<file path="config.mk">
export PLATFORM = sky130hd
export DESIGN_NAME = booth_mul_seq
export DESIGN_NICKNAME = d
export VERILOG_FILES = /design/src/rtl/booth_mul_seq.sv
export SDC_FILE = /design/constraint.sdc
export NUM_CORES = 1
export LEC_CHECK = 0
export BUFFER_PORTS_ARGS = -buffer_cell sky130_fd_sc_hd__buf_2
export CAP_MARGIN = 0
export CORE_UTILIZATION = 35
export DETAILED_ROUTE_END_ITERATION = 6
export GPL_TIMING_DRIVEN = 0
export RECOVER_POWER = 50
export SKIP_LAST_GASP = 1
export SYNTH_ARGS = -nofsm -noshare
export SYNTH_HDL_FRONTEND = slang
export SYNTH_SLANG_ARGS = --single-unit
</file>
<file path="constraint.sdc">
create_clock -name clk -period 13.33 [get_ports clk]
set_input_delay 0 -clock clk [delete_from_list [all_inputs] [get_ports clk]]
set_output_delay 0 -clock clk [all_outputs]
set_load 0.005 [all_outputs]
</file>
<file path="src/rtl/booth_mul_seq.sv">
// Iterative radix-4 Booth multiplier, PP_PER_CYCLE digits per cycle, full 2*WIDTH product, valid/ready both sides.
// Latency ceil(NDIG/PP_PER_CYCLE) edges after accept; holds result in DONE until out_ready. `define BOOTH_EARLY_TERM_EN for early exit.
module booth_mul_seq #(
    parameter int WIDTH        = 32,
    parameter int PP_PER_CYCLE = 1
) (
    input  logic                 clk,
    input  logic                 rst,
    input  logic                 flush,
    input  logic                 in_valid,
    output logic                 in_ready,
    input  logic [WIDTH-1:0]     in_a,
    input  logic [WIDTH-1:0]     in_b,
    input  logic                 in_a_signed,
    input  logic                 in_b_signed,
    output logic                 out_valid,
    input  logic                 out_ready,
    output logic [2*WIDTH-1:0]   out_product,
    output logic                 busy
);

    localparam int NDIG = (WIDTH + 2) / 2;
    localparam int EW   = WIDTH + 2;
    localparam int AW   = 2 * WIDTH + 4;
    localparam int KW   = $clog2(NDIG + 1);

    localparam logic [1:0] S_IDLE = 2'd0;
    localparam logic [1:0] S_BUSY = 2'd1;
    localparam logic [1:0] S_DONE = 2'd2;

    logic [1:0]    state_q, state_d;
    logic [EW-1:0] a_q, a_d;
    logic [EW-1:0] b_q, b_d;
    logic [AW-1:0] acc_q, acc_d;
    logic [KW-1:0] k_q, k_d;

    logic [AW-1:0] acc_sum;
    logic [KW-1:0] k_next;
    logic [EW:0]   b_pad;
    logic          last_step;

    // Multiplier with the implicit bit -1 = 0 appended at the bottom.
    assign b_pad = {b_q, 1'b0};

    function automatic logic [2:0] get_digit(input logic [EW:0] bp, input int d);
        logic [EW:0] sh;
        sh = bp >> (2 * d);
        return sh[2:0];
    endfunction

    function automatic logic [AW-1:0] pp_term(input logic [2:0] trip, input logic [EW-1:0] a,
                                              input int d);
        logic          set0, x2, inv;
        logic [AW-1:0] m;
        set0 = (trip == 3'b000) || (trip == 3'b111);
        x2   = (trip == 3'b011) || (trip == 3'b100);
        inv  = trip[2] & ~(trip[1] & trip[0]);
        m    = {{(AW-EW){a[EW-1]}}, a};
        if (x2)   m = m << 1;
        if (set0) m = '0;
        if (inv)  m = ~m;
        return (m << (2 * d)) + (AW'(inv) << (2 * d));
    endfunction

    always_comb begin
        acc_sum = acc_q;
        k_next  = k_q;
        for (int j = 0; j < PP_PER_CYCLE; j++) begin
            if (int'(k_q) + j < NDIG) begin
                acc_sum = acc_sum + pp_term(get_digit(b_pad, int'(k_q) + j), a_q, int'(k_q) + j);
                k_next  = k_next + KW'(1);
            end
        end
    end

`ifdef BOOTH_EARLY_TERM_EN
    logic [EW:0] sign_run;
    logic        et_hit;

    // Remaining digits are all zero when the untouched multiplier bits are a pure sign run.
    always_comb begin
        sign_run = {(EW+1){b_q[EW-1]}} >> (2 * int'(k_next));
        et_hit   = ((b_pad >> (2 * int'(k_next))) == sign_run);
    end

    assign last_step = (int'(k_next) >= NDIG) || et_hit;
`else
    assign last_step = (int'(k_next) >= NDIG);
`endif

    always_comb begin
        state_d = state_q;
        a_d     = a_q;
        b_d     = b_q;
        acc_d   = acc_q;
        k_d     = k_q;
        case (state_q)
            S_IDLE: begin
                if (in_valid && !flush) begin
                    state_d = S_BUSY;
                    a_d     = {{2{in_a_signed & in_a[WIDTH-1]}}, in_a};
                    b_d     = {{2{in_b_signed & in_b[WIDTH-1]}}, in_b};
                    acc_d   = '0;
                    k_d     = '0;
                end
            end
            S_BUSY: begin
                if (flush) begin
                    state_d = S_IDLE;
                end else begin
                    acc_d = acc_sum;
                    k_d   = k_next;
                    if (last_step) state_d = S_DONE;
                end
            end
            S_DONE: begin
                if (flush || out_ready) state_d = S_IDLE;
            end
            default: state_d = S_IDLE;
        endcase
    end

    always_ff @(posedge clk) begin
        if (rst) begin
            state_q <= S_IDLE;
            a_q     <= '0;
            b_q     <= '0;
            acc_q   <= '0;
            k_q     <= '0;
        end else begin
            state_q <= state_d;
            a_q     <= a_d;
            b_q     <= b_d;
            acc_q   <= acc_d;
            k_q     <= k_d;
        end
    end

    assign in_ready    = (state_q == S_IDLE);
    assign out_valid   = (state_q == S_DONE);
    assign busy        = (state_q != S_IDLE);
    assign out_product = acc_q[2*WIDTH-1:0];

endmodule

</file>
Word level (Yosys, flattened, before mapping) --
Index checks and enable logic that the tools add are counted.
Word-level totals: input port bits 71, register bits 141, memory bits (read-only) 0, output and inout port bits 67, memory bits (writable) 0, bits in latches 0, memories kept 0, word-level logic and storage cells 60
Operators by class: div/mod/pow operators 0, bitwise operators 6, $mul 0, eq/ne operators 10, magnitude comparators 2, add/subtract/negate cells 3, shifts and indexed selects 3, reduce and logical (&&, ||, !) cells 13, mux-type cells 18
Operators with widths (count):
- 68-bit 2-to-1 mux | 7
- 68-bit adder | 2
- 68-bit case mux with 2 select lines | 1
- 68-bit NOT | 1
- 1-bit by 6-bit << shifter with 68-bit output | 1
- 68-bit by 6-bit << shifter with 68-bit output | 1
- 35-bit by 6-bit right shift with 3-bit output | 1
- 33-bit 2-to-1 mux | 1
- 5-bit 2-to-1 mux | 3
- 5-bit case mux with 2 select lines | 1
- 2-bit 2-to-1 mux | 4
- 3-bit equality test, second input constant | 2
- 2-bit case mux with 3 select lines | 1
- 3-bit AND reduction | 2
- 5-bit by 1-bit adder with 5-bit output, second input constant | 1
- 5-bit greater-or-equal comparator, second input constant | 1
- 5-bit less-than comparator, second input constant | 1
- 1-bit bitwise AND | 4
- 2-bit by 1-bit != test with 1-bit output, second input constant | 2
- 2-bit != test, second input constant | 2
- 4-bit AND reduction | 1
- 2-bit nonzero test | 2
- 3-bit by 2-bit equality test with 1-bit output, second input constant | 1
- 3-bit logical NOT | 1
- 9 further kinds | 11

Longest topological paths before layout --
depth after elaboration 15, gate-level depth with buffers 31, gate-level depth less buffers 26

Worst setup path after synthesis --
OpenSTA, ideal clock, no wires.
path type register to register, start register k_q[0], end register acc_q[62], setup time 0.062 ns, clock period less this slack 6.402 ns, buffers on the path 4, data arrival time 6.340 ns, required time 13.268 ns, path slack 6.928 ns, cell stages (with the launch flop) 28, cell sequence dfxtp_1 buf_2 mux4_2 a22oi_2 o311ai_2 xnor2_2 buf_2 buf_2 a221oi_1 mux2i_1 mux2i_1 mux2i_1 a22oi_1 or2_2 fa_1 inv_1 ha_1 clkbuf_1 and3_1 and2_1 nand3_1 or3_1 and2_1 o31a_1 o311ai_1 a31oi_1 or4_1 nand3_1
On the way: word-level cells in the longest chain between the ends 15, elaborated cells between the ends (all ways) 26, classes of those cells add/sub: 2; order compare: 1; eq/ne: 4; shift: 3; mux: 8; bitwise: 4; reduce/logical: 4
RTL lines:
- start, declared | line 35 | logic [KW-1:0] k_q, k_d;
- start signal, assigned | line 135 | k_q <= k_d;
- 35-bit by 6-bit right shift with 3-bit output | line 47 | sh = bp >> (2 * d);
- 3-bit by 2-bit equality test with 1-bit output / 3-bit equality test (equally long branches) | line 56 | x2 = (trip == 3'b011) || (trip == 3'b100);
- 1-bit logical OR | line 56
- 33-bit 2-to-1 mux | line 59 | if (x2) m = m << 1;
- 68-bit 2-to-1 mux | line 60 | if (set0) m = '0;
- 68-bit 2-to-1 mux | line 69 | if (int'(k_q) + j < NDIG) begin
- 68-bit NOT | line 61 | if (inv) m = ~m;
- 68-bit 2-to-1 mux | line 61
- 68-bit 2-to-1 mux | line 69
- 68-bit by 6-bit << shifter with 68-bit output | line 62 | return (m << (2 * d)) + (AW'(inv) << (2 * d));
- 68-bit adder | line 62
- 68-bit adder | line 70 | acc_sum = acc_sum + pp_term(get_digit(b_pad, int'(k_q) + j), a_q, int'(k_q) + j);
- 68-bit 2-to-1 mux | line 69
- 68-bit 2-to-1 mux | line 108 | if (flush) begin
- 68-bit case mux with 2 select lines | line 97 | case (state_q)
- end signal, assigned | line 128 | acc_q <= '0;
- end signal, assigned | line 134 | acc_q <= acc_d;
- end, declared | line 34 | logic [AW-1:0] acc_q, acc_d;
Parallel ways exist; a longest one is shown, timed or not. The select of a mux whose other input is x is not followed. A chain may end at the register's enable or synchronous reset.

Worst setup path in the final report --
start register k_q[1], end register acc_q[63]
Same word-level chain as after synthesis.

==> impl_metrics.ini <==
[run_status]
status = finished, final reports clean

[worst_setup_path]
cp.required_ns = 13.67
critPathMaxFanout = 10
cp_common_cell = mux2i_1
crit_path_start = k_q[1]
startpoint_type = register
critical-path-max-stage-delay_ns = 0.62
path_class = reg -> reg
reg2reg_from = k_q[1]
worstPathArrival_ns = 8.52
rr_worst_depth = 28
endpoint_kind = register
crit_slowest_cell = a221oi_1

[floorplan]
initial_core_util_pct = 35.9
die_h_um = 194
ios = 138
chipWidth_um = 194
design.core.area_mm2 = 0.0358
dieArea_mm2 = 0.0375
rows = 69

[clock_tree]
cts_buffer_depth = 2
htreeDepth = 4
cts_repair_resize_count = 0
root_buffer = clkbuf_16
cts_tree = built
clock-sinks = 137
clock_latency_ns = 0.47
path_clk_slew_ns = 0.07
cts_buffers = 17

[timing]
max_freq_ghz = 0.122
period_needed_ns = 8.18
final_hold_viol_count = 0
slew_headroom_pct = 26.0
fin_ws_ns = 5.15
setup_viol = 0
rsz0062_at_grt = no
fin_worst_skew_ns = 0.0141
post-route-period-util_pct = 61.4
timing.setup.tns_ns = 0
slew_viol_final = 0
worstMarginPinSlew_ns = 1.11

[global_route]
grt_pass1_vias = 12720
grt_first_pass_wirelength_mm = 72.3
grt_overflow = 0
antenna_found_initial = 0
grt_max_degree = 17
grtUsageTotal_pct = 24.7

[logic_synthesis]
async_flop_share_pct = 0
synth_area_mm2 = 0.0128
synth_cell_types = 77
synth_area_per_cell_um2 = 7.88
synth_seq_cells = 137
ys.flop_type = dfxtp_1
synth_edf_count = 0
ys_seq_area_share_pct = 21.3
yosysWarnings = 0
postSynthCellCount = 1631

[place]
place_congestion = 1.05
dp_slack_ns = 5.35
postPlaceCellArea_mm2 = 0.0142
port_buffers = 136
place_hpwl_mm = 36.3

[drt]
drt-total-wl_mm = 46.2
postRouteAntennaNets = 0
wl_per_cell_um = 19.7
remaining_drc_errors = 0
drtIter0Drc = 1020
post_drt_via_cell_ratio = 5.61
vias = 13155
dr.pass1.iters = 5

[finish]
num-fill-cells = 3637
stdcell_area_mm2 = 0.0154
area_delta_synth_final_pct = 20.2
nets = 2067
drive_gt1_share_pct = 11.4

[hold_path]
whs_path_depth = 4
hold_path_class = in -> reg
min-delay-start = rst

[power_and_ir_drop]
vdd_drop_max_mv = 0.0959
p_leak_nw = 6.70
p_per_area_mw_per_mm2 = 79.2

[run]
drv_cap = 0
per-layer routing:
metal  track usage (%)  wire length (um)  vias up
li1                  -                 -     6349
met5                 0                 0        -
met4              9.45              1420        0
met1              32.6             20900     6245
met2              40.2             21000      478
met3              4.27              2800       83
sequential cells by signal, summed over array words and instances (netlist names):
name	count
state_q	2
k_q	5
acc_q	64
b_q	33
a_q	33
worst max-delay path: cells and delay by family, from the launching register on:
kind / cells / cell delay (ns)
AO/OA/AOI/OAI: 10 / 2.50
AND/OR/NAND/NOR: 8 / 2.03
multiplexers: 3 / 1.21
adder cells (fa/ha/maj): 2 / 0.90
buffers and inverters: 4 / 0.80
flip-flops: 1 / 0.34
XOR/XNOR: 1 / 0.24
synth_stat cells, types with 12 or more instances:
master / number / area share (%)
clkbuf_1: 76 / 2.2
nor2_1: 135 / 3.9
a22oi_1: 35 / 2.0
a211oi_1: 17 / 0.99
nand2_1: 230 / 6.7
xor2_1: 21 / 1.4
xnor2_1: 61 / 4.2
ha_1: 94 / 9.2
o21a_1: 12 / 0.70
mux4_2: 18 / 3.2
fa_1: 33 / 5.1
mux2i_1: 92 / 7.2
nor4_1: 21 / 1.0
o21ai_0: 58 / 2.3
buf_2: 12 / 0.47
dfxtp_1: 137 / 21
nand2b_1: 14 / 0.68
a221oi_1: 37 / 2.5
nor3_1: 16 / 0.62
a21o_1: 41 / 2.4
nand3_1: 28 / 1.1
o22ai_1: 13 / 0.63
a21oi_1: 176 / 6.9
inv_1: 66 / 1.9
final timing paths:
path                             endpoint  slack, ns
worst min-delay path            acc_q[62]        0.1
worst max-delay path            acc_q[63]       5.15
worst min register to register    b_q[26]       0.46
worst max register to register  acc_q[63]       5.15
power breakdown:
part	leakage [nW]	total [mW]	switching, mW	internal (mW)
registers	1.11	0.437	0.0142	0.423
logic	5.30	0.276	0.168	0.108
clock network	0.293	0.510	0.208	0.302
per-stage QoR:
| step | instances | hold WS, ns | total power [mW] | util (%) |
|---|---|---|---|---|
| detailed placement | 2242 | 0.250 | 0.702 | 39.6 |
| floorplan | 1644 | 0.136 | 0.616 | - |
| global route | 2343 | 0.124 | 1.27 | 43.1 |
| finish | 2344 | 0.0991 | 1.22 | 43.1 |
| global placement | 2241 | 0.247 | 0.699 | 39.5 |
| CTS | 2343 | 0.0941 | 1.23 | 43.2 |
kinds of logic (layout without fill, tap and decap cells):
kind of cell / Yosys count / in the layout / synth area share [%]
other cells: 2 / 16 / 0.0585
compound gates: 474 / 474 / 24.1
mux: 114 / 114 / 10.7
buf+inv: 176 / 414 / 5.76
xor+xnor: 83 / 83 / 5.72
fa+ha+maj: 127 / 127 / 14.3
flops: 137 / 137 / 21.3
simple gates: 518 / 518 / 18.1
layout make-up:
type	instances	area [um^2]	area share, %
Multi-Input combinational cell	1331	9420	61.0
Clock buffer	20	447	2.89
Inverter	67	251	1.63
Timing Repair Buffer	206	1350	8.73
Clock inverter	12	165	1.07
Buffer	109	488	3.16
Antenna cell	1	2.50	0.0162
Sequential cell	137	2740	17.8
Tap cell	461	577	3.74
placed cells by master, fill, tap and decap left out, types with 35 or more instances in the layout:
cell type / Yosys / layout
a21o_1: 41 / 41
a21oi_1: 176 / 176
a221oi_1: 37 / 37
a22oi_1: 35 / 35
buf_2: 12 / 120
clkbuf_1: 76 / 106
dfxtp_1: 137 / 137
dlygate4sd3_1: 0 / 69
ha_1: 94 / 94
inv_1: 66 / 66
mux2i_1: 92 / 92
nand2_1: 230 / 230
nor2_1: 135 / 135
o21ai_0: 58 / 58
xnor2_1: 61 / 61
what timing repair did:
item	CTS	global route
hold endpoints to repair	68	0
hold buffers	69	0
buffers inserted	0	0
setup endpoints to repair	0	0
Note: power is estimated with default switching activity, not from simulation.
